<file path="config.mk">
export PLATFORM = sky130hd
export DESIGN_NAME = sample_packer
export DESIGN_NICKNAME = d
export VERILOG_FILES = /design/src/rtl/sample_packer.sv
export SDC_FILE = /design/constraint.sdc
export NUM_CORES = 1
export LEC_CHECK = 0
export ABC_AREA = 1
export CAP_MARGIN = 20
export CORE_MARGIN = 2
export CORE_UTILIZATION = 57
export DETAILED_ROUTE_END_ITERATION = 12
export PLACE_DENSITY = 0.85
export SYNTH_ARGS = -nofsm -noshare
export SYNTH_HDL_FRONTEND = slang
export SYNTH_SLANG_ARGS = --single-unit
</file>
<file path="constraint.sdc">
create_clock -name source_clk -period 14.8 [get_ports source_clk]
set_input_delay 3.7 -clock source_clk [delete_from_list [all_inputs] [get_ports source_clk]]
set_output_delay 3.7 -clock source_clk [all_outputs]
set_load 0.01 [all_outputs]
</file>
<file path="src/rtl/sample_packer.sv">
// sample_packer: requantises NCH I/Q channels to 1/2/4/8 bits and packs them into 16-bit words.
// Define SAMPLE_PACKER_DC_EN to add saturating per-component DC correction ahead of quantisation.
module sample_packer #(
  parameter int NCH = 4
) (
  input  logic              source_clk,
  input  logic              source_reset,
  input  logic [8*NCH-1:0]  ch_i,
  input  logic [8*NCH-1:0]  ch_q,
  input  logic [NCH-1:0]    ch_mask,
  input  logic [1:0]        bits_sel,
  input  logic [2:0]        shift,
  input  logic [6:0]        mag_thresh,
  input  logic [16*NCH-1:0] dc_offset,
  output logic [15:0]       out_data,
  output logic              out_en,
  output logic [15:0]       word_count,
  output logic              cfg_err
);

  function automatic logic [7:0] quant(
    input logic [7:0] x,
    input logic [1:0] b,
    input logic [2:0] sh,
    input logic [6:0] th
  );
    logic [7:0] mag;
    logic [7:0] win;
    logic [2:0] s;
    logic [7:0] r;
    mag = x[7] ? (~x + 8'd1) : x;
    s   = (sh > 3'd4) ? 3'd4 : sh;
    win = x >> (3'd4 - s);
    case (b)
      2'd0:    r = {7'b0, x[7]};
      2'd1:    r = {6'b0, x[7], (mag >= {1'b0, th})};
      2'd2:    r = {4'b0, win[3:0]};
      default: r = x;
    endcase
    return r;
  endfunction

`ifdef SAMPLE_PACKER_DC_EN
  function automatic logic [7:0] sat_add(
    input logic [7:0] x,
    input logic [7:0] o
  );
    logic [8:0] s;
    s = {x[7], x} + {o[7], o};
    if (s[8] != s[7]) return s[8] ? 8'h80 : 8'h7F;
    return s[7:0];
  endfunction
`else
  logic unused_dc;
  assign unused_dc = ^dc_offset;
`endif

  logic [NCH-1:0] mask_q, mask_d;
  logic [1:0]     bsel_q, bsel_d;
  logic [2:0]     shift_q, shift_d;
  logic [6:0]     thr_q, thr_d;
  logic [2:0]     fill_q, fill_d;

  logic [4:0]  bval;
  logic [4:0]  wpair;
  logic [3:0]  pop;
  logic [7:0]  sw_d;
  logic [15:0] smp_d;
  logic [7:0]  ci, cq, qi, qq;
  logic [2:0]  nlast;
  logic        ok_d, last_d;

  logic        s1_vld_q, s1_last_q;
  logic [15:0] s1_smp_q;
  logic [4:0]  s1_sw_q;
  logic [15:0] acc_q, acc_d;
  logic [15:0] data_q;
  logic        en_q, err_q;
  logic [15:0] wc_q;

  // The shadow follows the inputs only while no word is in progress.
  always_comb begin
    mask_d  = mask_q;
    bsel_d  = bsel_q;
    shift_d = shift_q;
    thr_d   = thr_q;
    if (fill_q == 3'd0) begin
      mask_d  = ch_mask;
      bsel_d  = bits_sel;
      shift_d = shift;
      thr_d   = mag_thresh;
    end
  end

  always_comb begin
    bval  = 5'd1 << bsel_d;
    wpair = bval << 1;
    pop   = '0;
    smp_d = '0;
    ci    = '0;
    cq    = '0;
    qi    = '0;
    qq    = '0;
    for (int k = 0; k < NCH; k++) begin
`ifdef SAMPLE_PACKER_DC_EN
      ci = sat_add(ch_i[8*k +: 8], dc_offset[16*k +: 8]);
      cq = sat_add(ch_q[8*k +: 8], dc_offset[16*k+8 +: 8]);
`else
      ci = ch_i[8*k +: 8];
      cq = ch_q[8*k +: 8];
`endif
      qi = quant(ci, bsel_d, shift_d, thr_d);
      qq = quant(cq, bsel_d, shift_d, thr_d);
      if (mask_d[k]) begin
        pop   = pop + 4'd1;
        smp_d = (smp_d << wpair)
              | ({8'b0, qi} << bval)
              | {8'b0, qq};
      end
    end
    sw_d = {3'b0, wpair} * {4'b0, pop};
    ok_d = 1'b1;
    nlast = 3'd0;
    case (sw_d)
      8'd2:    nlast = 3'd7;
      8'd4:    nlast = 3'd3;
      8'd8:    nlast = 3'd1;
      8'd16:   nlast = 3'd0;
      default: ok_d = 1'b0;
    endcase
    last_d = (fill_q == nlast);
    fill_d = (!ok_d || last_d) ? 3'd0 : fill_q + 3'd1;
  end

  assign acc_d = (acc_q << s1_sw_q) | s1_smp_q;

  always_ff @(posedge source_clk) begin
    if (source_reset) begin
      mask_q    <= '0;
      bsel_q    <= '0;
      shift_q   <= '0;
      thr_q     <= '0;
      fill_q    <= '0;
      s1_vld_q  <= 1'b0;
      s1_last_q <= 1'b0;
      s1_smp_q  <= '0;
      s1_sw_q   <= '0;
      acc_q     <= '0;
      data_q    <= '0;
      en_q      <= 1'b0;
      err_q     <= 1'b0;
      wc_q      <= '0;
    end else begin
      mask_q    <= mask_d;
      bsel_q    <= bsel_d;
      shift_q   <= shift_d;
      thr_q     <= thr_d;
      fill_q    <= fill_d;
      s1_vld_q  <= ok_d;
      s1_last_q <= ok_d & last_d;
      s1_smp_q  <= smp_d;
      s1_sw_q   <= sw_d[4:0];
      err_q     <= ~ok_d;
      en_q      <= s1_vld_q & s1_last_q;
      if (s1_vld_q) acc_q <= acc_d;
      if (s1_vld_q && s1_last_q) begin
        data_q <= acc_d;
        wc_q   <= wc_q + 16'd1;
      end
    end
  end

  assign out_data   = data_q;
  assign out_en     = en_q;
  assign word_count = wc_q;
  assign cfg_err    = err_q;

endmodule

</file>
---- Word-level counts from Yosys, hierarchy flattened ----
Cells that the tools add are included.
storage, ports and cells
  register bits after elaboration ......... 92
  bits in latches ......................... 0
  bits in writable memories ............... 0
  bits in read-only memories .............. 0
  input port bits ......................... 146
  output and inout bits ................... 34
  logic and storage cells ................. 122
  memories kept ........................... 0
cells by class
  add/sub/neg operators ................... 14
  multipliers ............................. 1
  divide/modulo/power cells ............... 0
  $lt $le $gt $ge ......................... 9
  equality and inequality tests ........... 7
  shift operators ......................... 18
  multiplexer cells ....................... 31
  bitwise gates (word level) .............. 20
  reductions and logical operators ........ 7
operator list
  kind                                                  number
  case mux 8 bit (3 select lines)                       8
  bitwise OR 16 bit                                     5
  adder 8 x 1 -> 8 bit (second input constant)          8
  greater-or-equal comparator 8 x 7 -> 1 bit            8
  two-way mux 16 bit                                    4
  two-way mux 8 bit                                     8
  NOT 8 bit                                             8
  bitwise OR 16 x 8 -> 16 bit                           4
  << shifter 16 x 5 -> 16 bit                           4
  << shifter 8 x 5 -> 16 bit                            4
  right shift 8 x 3 -> 4 bit                            8
  adder 16 x 1 -> 16 bit (second input constant)        1
  two-way mux 4 bit                                     4
  << shifter 1 x 5 -> 16 bit (first input constant)     1
  adder 4 x 1 -> 4 bit (second input constant)          3
  case mux 3 bit (3 select lines)                       1
  equality test 7 x 1 -> 1 bit (second input constant)  1
  equality test 7 x 2 -> 1 bit (second input constant)  1
  equality test 7 x 3 -> 1 bit (second input constant)  1
  equality test 7 x 4 -> 1 bit (second input constant)  1
  multiplier 4 x 4 -> 7 bit                             1
  two-way mux 7 bit                                     1
  two-way mux 3 bit                                     2
  << shifter 1 x 2 -> 5 bit (first input constant)      1
  17 further kinds                                      19

---- Depth between registers and ports, before layout ----
  depth in word-level cells ............... 23
  depth in mapped cells ................... 33
  depth with buffers taken out ............ 31

---- Least setup slack after synthesis ----
Ideal clock, no wire load.
  kind .................................... in2reg
  start point ............................. in ch_mask[1]
  end point ............................... reg fill_q[2]
  setup time .............................. 116 ps
  arrival ................................. 8197 ps
  required time ........................... 14684 ps
  setup slack ............................. 6487 ps
  cell stages on the path ................. 26
  path buffers ............................ 1
  path through ............................ o21ai_2 -> buf_2 -> ha_1 -> or2_0 -> nand2_1 -> inv_1 -> ha_1 -> mux2i_1 -> nor2_1 -> fa_1 -> inv_1 -> fa_1 -> inv_1 -> fa_1 -> nand3_1 -> nand2_1 -> xnor2_1 -> nor3_1 -> nand2_1 -> nor2_1 -> nand3_1 -> nand2_1 -> xor2_1 -> nand3b_1 -> nand2_1 -> nor2_1
on the way
  longest elaborated chain between the ends .. 13
  elaborated cells on any way between the ends .. 18
  classes of those cells .................. add/sub: 2; mul: 1; eq/ne: 5; mux: 6; reduce/logical: 4
ends and longest elaborated chain
  item                                                                  RTL line  text
  from (decl)                                                           10        input logic [NCH-1:0] ch_mask,
  two-way mux 4 bit *                                                   87        if (fill_q == 3'd0) begin
  two-way mux 4 bit *                                                   114       if (mask_d[k]) begin
  adder 4 x 1 -> 4 bit                                                  115       pop = pop + 4'd1;
  two-way mux 4 bit *                                                   114
  adder 4 x 1 -> 4 bit                                                  115
  two-way mux 4 bit *                                                   114
  multiplier 4 x 4 -> 7 bit *                                           121       sw_d = {3'b0, wpair} * {4'b0, pop};
  branches (longest 4 deep; another with equality test 7 x 3 -> 1 bit)  -
  logical OR 1 bit *                                                    132       fill_d = (!ok_d || last_d) ? 3'd0 : fill_q + 3'd1;
  OR reduction 2 bit (no source line) *                                 -
  to (signal assigned)                                                  158       fill_q <= fill_d;
  to (decl)                                                             62        logic [2:0] fill_q, fill_d;
Every way passes the cells marked *.
A chain may end at the register's enable or synchronous reset.

---- Worst setup path after layout ----
  start point ............................. in ch_mask[1]
  end point ............................... reg fill_q[0]
The elaborated chain is that of the path after synthesis.

==> impl_results.md <==
* Status: finished clean
* Mapped Cells at about 1700
* Max IR drop VDD at 0.102 mV
* Vias per cell at 5.79
* Num rows at between 40 and 50
* Clk slew on worst S/H paths at 60 ps
* Final Critical Period at 9350 ps
* CP Buf/Inv Count at 4
* Worst-Margin Slew at 1040 ps
* Compound-Gate Fraction of Synth Area at 0.228
* Area Growth Syn to Fin at 13.8%
* Async SR Flop Fraction at 0
* Crit Reg-Reg Startpoint: fill_q[0]
* Vias after detailed routing at 11200
* Final setup vio count at 0
* Initial antenna violation count at 0
* Cts repair resizes at 0
* Worst path max stage delay at 650 ps
* Pwr dens at 81.9 nW/um^2
* Final antenna-violating net count at 0
* CP dominant cell by count: nand2_1
* Largest family of logic cells by synthesized area: simple AND/OR/NAND/NOR gates
* WHS Endpoint: fill_q[0]
* Slowest stage cell, crit path: o21ai_2
* Top cells by count, synth: nand2_1 (350), inv_1 (226), o21ai_0 (177)
* Clk Latency, worst-skew pair at 350 ps
* Final period utilization at 0.632
* CTS max path bufs at 2
* Largest net degree at the start of global routing at 118
* Worst Setup Path Type: input port to register
* Hold depth at 1
* R2R Setup Slk at 8250 ps
* Synth top area share at 0.180
* Drt first pass iters at 6
* CP arrival at between 9000 and 10000 ps
* Max-Cap Viols at 0
* Die Footprint at 18900 sq um
* Startpoint Class: input port
* Hold path start: fill_q[0]
* Final core utilization at 0.665
* Hold/Removal Path Class: register to register
* Post-DP HPWL at 22.3 mm
* Vias in the first global route at 10100
* Post-Syn Area at 10100 sq um
* First DRT Iteration DRCs at 1135
* Die H at 137 um
* Post-Synth Adder-Cell Area at 0.108
* Worst rel slew slack at 0.291
* Simple-gate area share of the yosys netlist at 0.303
* TNS Setup at 0 ps
* Seq cells post-synth at just over 90
* # hold bufs at CTS at 0
* Mux cell area share after synthesis at 0.00691
* Ys flop type: dfxtp_1
* Core area at 17400 sq um
* Worst r2r path cells at 28
* Final net count at between 1500 and 2000
* Pre-CTS setup slack at 5170 ps
* Crit-path max FO at 18
* Unrepaired setup endpoints after global routing: no
* Clk sinks at 91
* Largest area contributor in the netlist: dfxtp_1
* Register area share after synthesis at 0.180
* Worst endpoint required time at 15040 ps
* Postcts setup bufs at 0
* Gr ovfl total at 0
* CTS Buf Count at 9
* Fin. max-slew vios at 0
* H-tree depth at 3
* Synth cell types at 57
* Gr usage total at 0.322
* Ant diodes at 0
* Drt wl/cell at around 15 um
* Most common cell in the netlist: nand2_1
* Synth top area cells: dfxtp_1 (18%), nand2_1 (13%), ha_1 (10%)
* Global-route wire length before repair at 48.8 mm
* TritonCTS clock tree: built
* Final wirelength at 29.9 mm
* EDFF count, synth at 0
* I/O Buffers at 115
* Post-Synth XOR/XNOR Area at 0.0389
* Ratio of cells with drive above 1 in the final layout at 0.0543
* Mapped Avg Cell Area at 6.13 sq um
* Lkg Pwr at 5.49 nW
* Gp weighted congestion at 0.992
* Setup crit end kind: register
* DRC Markers at 0
* Setup WS post-layout at 5450 ps
* Root Driver: clkbuf_16
* Num ports at 180
* Fin. Hold Viols at 0
* Initial cell density of the core at 0.584
* Cell family with most CP delay: adder cells
* Reg2reg end: fill_q[0]
* Die Width at between 100 and 150 um
* Yosys warns at 0
* Fmax at ~110 MHz
* Setup Skew at 11.4 ps
-- through the flow --
| stage | cell area [sq um] | std cells | total power, W | hold slack [ps] |
|---|---|---|---|---|
| final | 11500 | 1937 | 0.000945 | 470 |
| after floorplan | 10100 | 1655 | 0.000566 | 417 |
| after global routing | 11500 | 1937 | 0.00101 | 492 |
| after detailed placement | 11200 | 1921 | 0.000667 | 456 |
| after global placement | 11200 | 1921 | 0.000656 | 428 |
| after CTS | 11500 | 1937 | 0.000938 | 467 |
-- routing by layer --
metal	vias to the layer above	track usage	share of wire
met5	-	0	0
met4	0	0.131	0.037
met1	5009	0.411	0.42
li1	5549	-	-
met2	549	0.549	0.47
met3	103	0.0397	0.076
-- worst register-to-register path, delay by kind of cell, from the launching register on --
family                     cells  cell delay (ps)
AOI/OAI and AO/OA              2              820
buffers and inverters          4              690
xor gates and xnor gates       2              280
DFF                            1              330
muxes                          1              270
adders and majority gates      6             2380
and+or+nand+nor               13             1660
-- how the worst max path moves through the flow --
stage	from	end	slack, ps	cells after the start
floorplan	ch_mask[1]	fill_q[2]	6490	26
global placement	ch_mask[1]	fill_q[2]	5340	26
detailed placement	ch_mask[1]	fill_q[0]	5170	26
CTS	ch_mask[1]	fill_q[0]	5540	26
global route	ch_mask[1]	fill_q[0]	5010	26
finish	ch_mask[1]	fill_q[0]	5450	26
-- final cells by class --
type / instances / area (sq um)
tap: 225 / 282
fill: 1552 / 5820
timing repair buffer: 125 / 1220
clock buffer: 10 / 239
inverter: 239 / 897
sequential: 91 / 1820
clock inverter: 6 / 119
multi-input combinational: 1241 / 6960
-- power breakdown --
part	switching [W]	internal [W]
registers	0.00000946	0.000264
clock network	0.0000993	0.000172
logic	0.000260	0.000141
-- state kept, by name, indices dropped and copies added, names as in the netlist, 3 cells and up --
signal      count
thr_q           7
acc_q          16
s1_sw_q         4
shift_q         3
out_data       16
word_count     16
mask_q          4
fill_q          3
s1_smp_q       16
-- cell usage in the layout (no fill, tap or decap), types with 16 or more instances in the layout --
cell	netlist	layout
nand2_1	350	350
inv_1	226	226
o21ai_0	177	177
nor2_1	153	153
nand3_1	117	117
clkdlybuf4s50_1	0	114
dfxtp_1	91	91
ha_1	81	81
a21oi_1	70	70
xor2_1	40	40
nor3_1	29	29
o211ai_1	29	29
o21ai_1	26	26
nand4_1	25	25
nand2_2	16	16
-- cells by family after synthesis --
| group | Yosys count |
|---|---|
| compound gates | 391 |
| xor+xnor | 45 |
| fa+ha+maj | 85 |
| buf+inv | 323 |
| flops | 91 |
| mux | 7 |
| other cells | 1 |
| simple gates | 710 |
No activity file was read; power rests on OpenSTA's default activity.
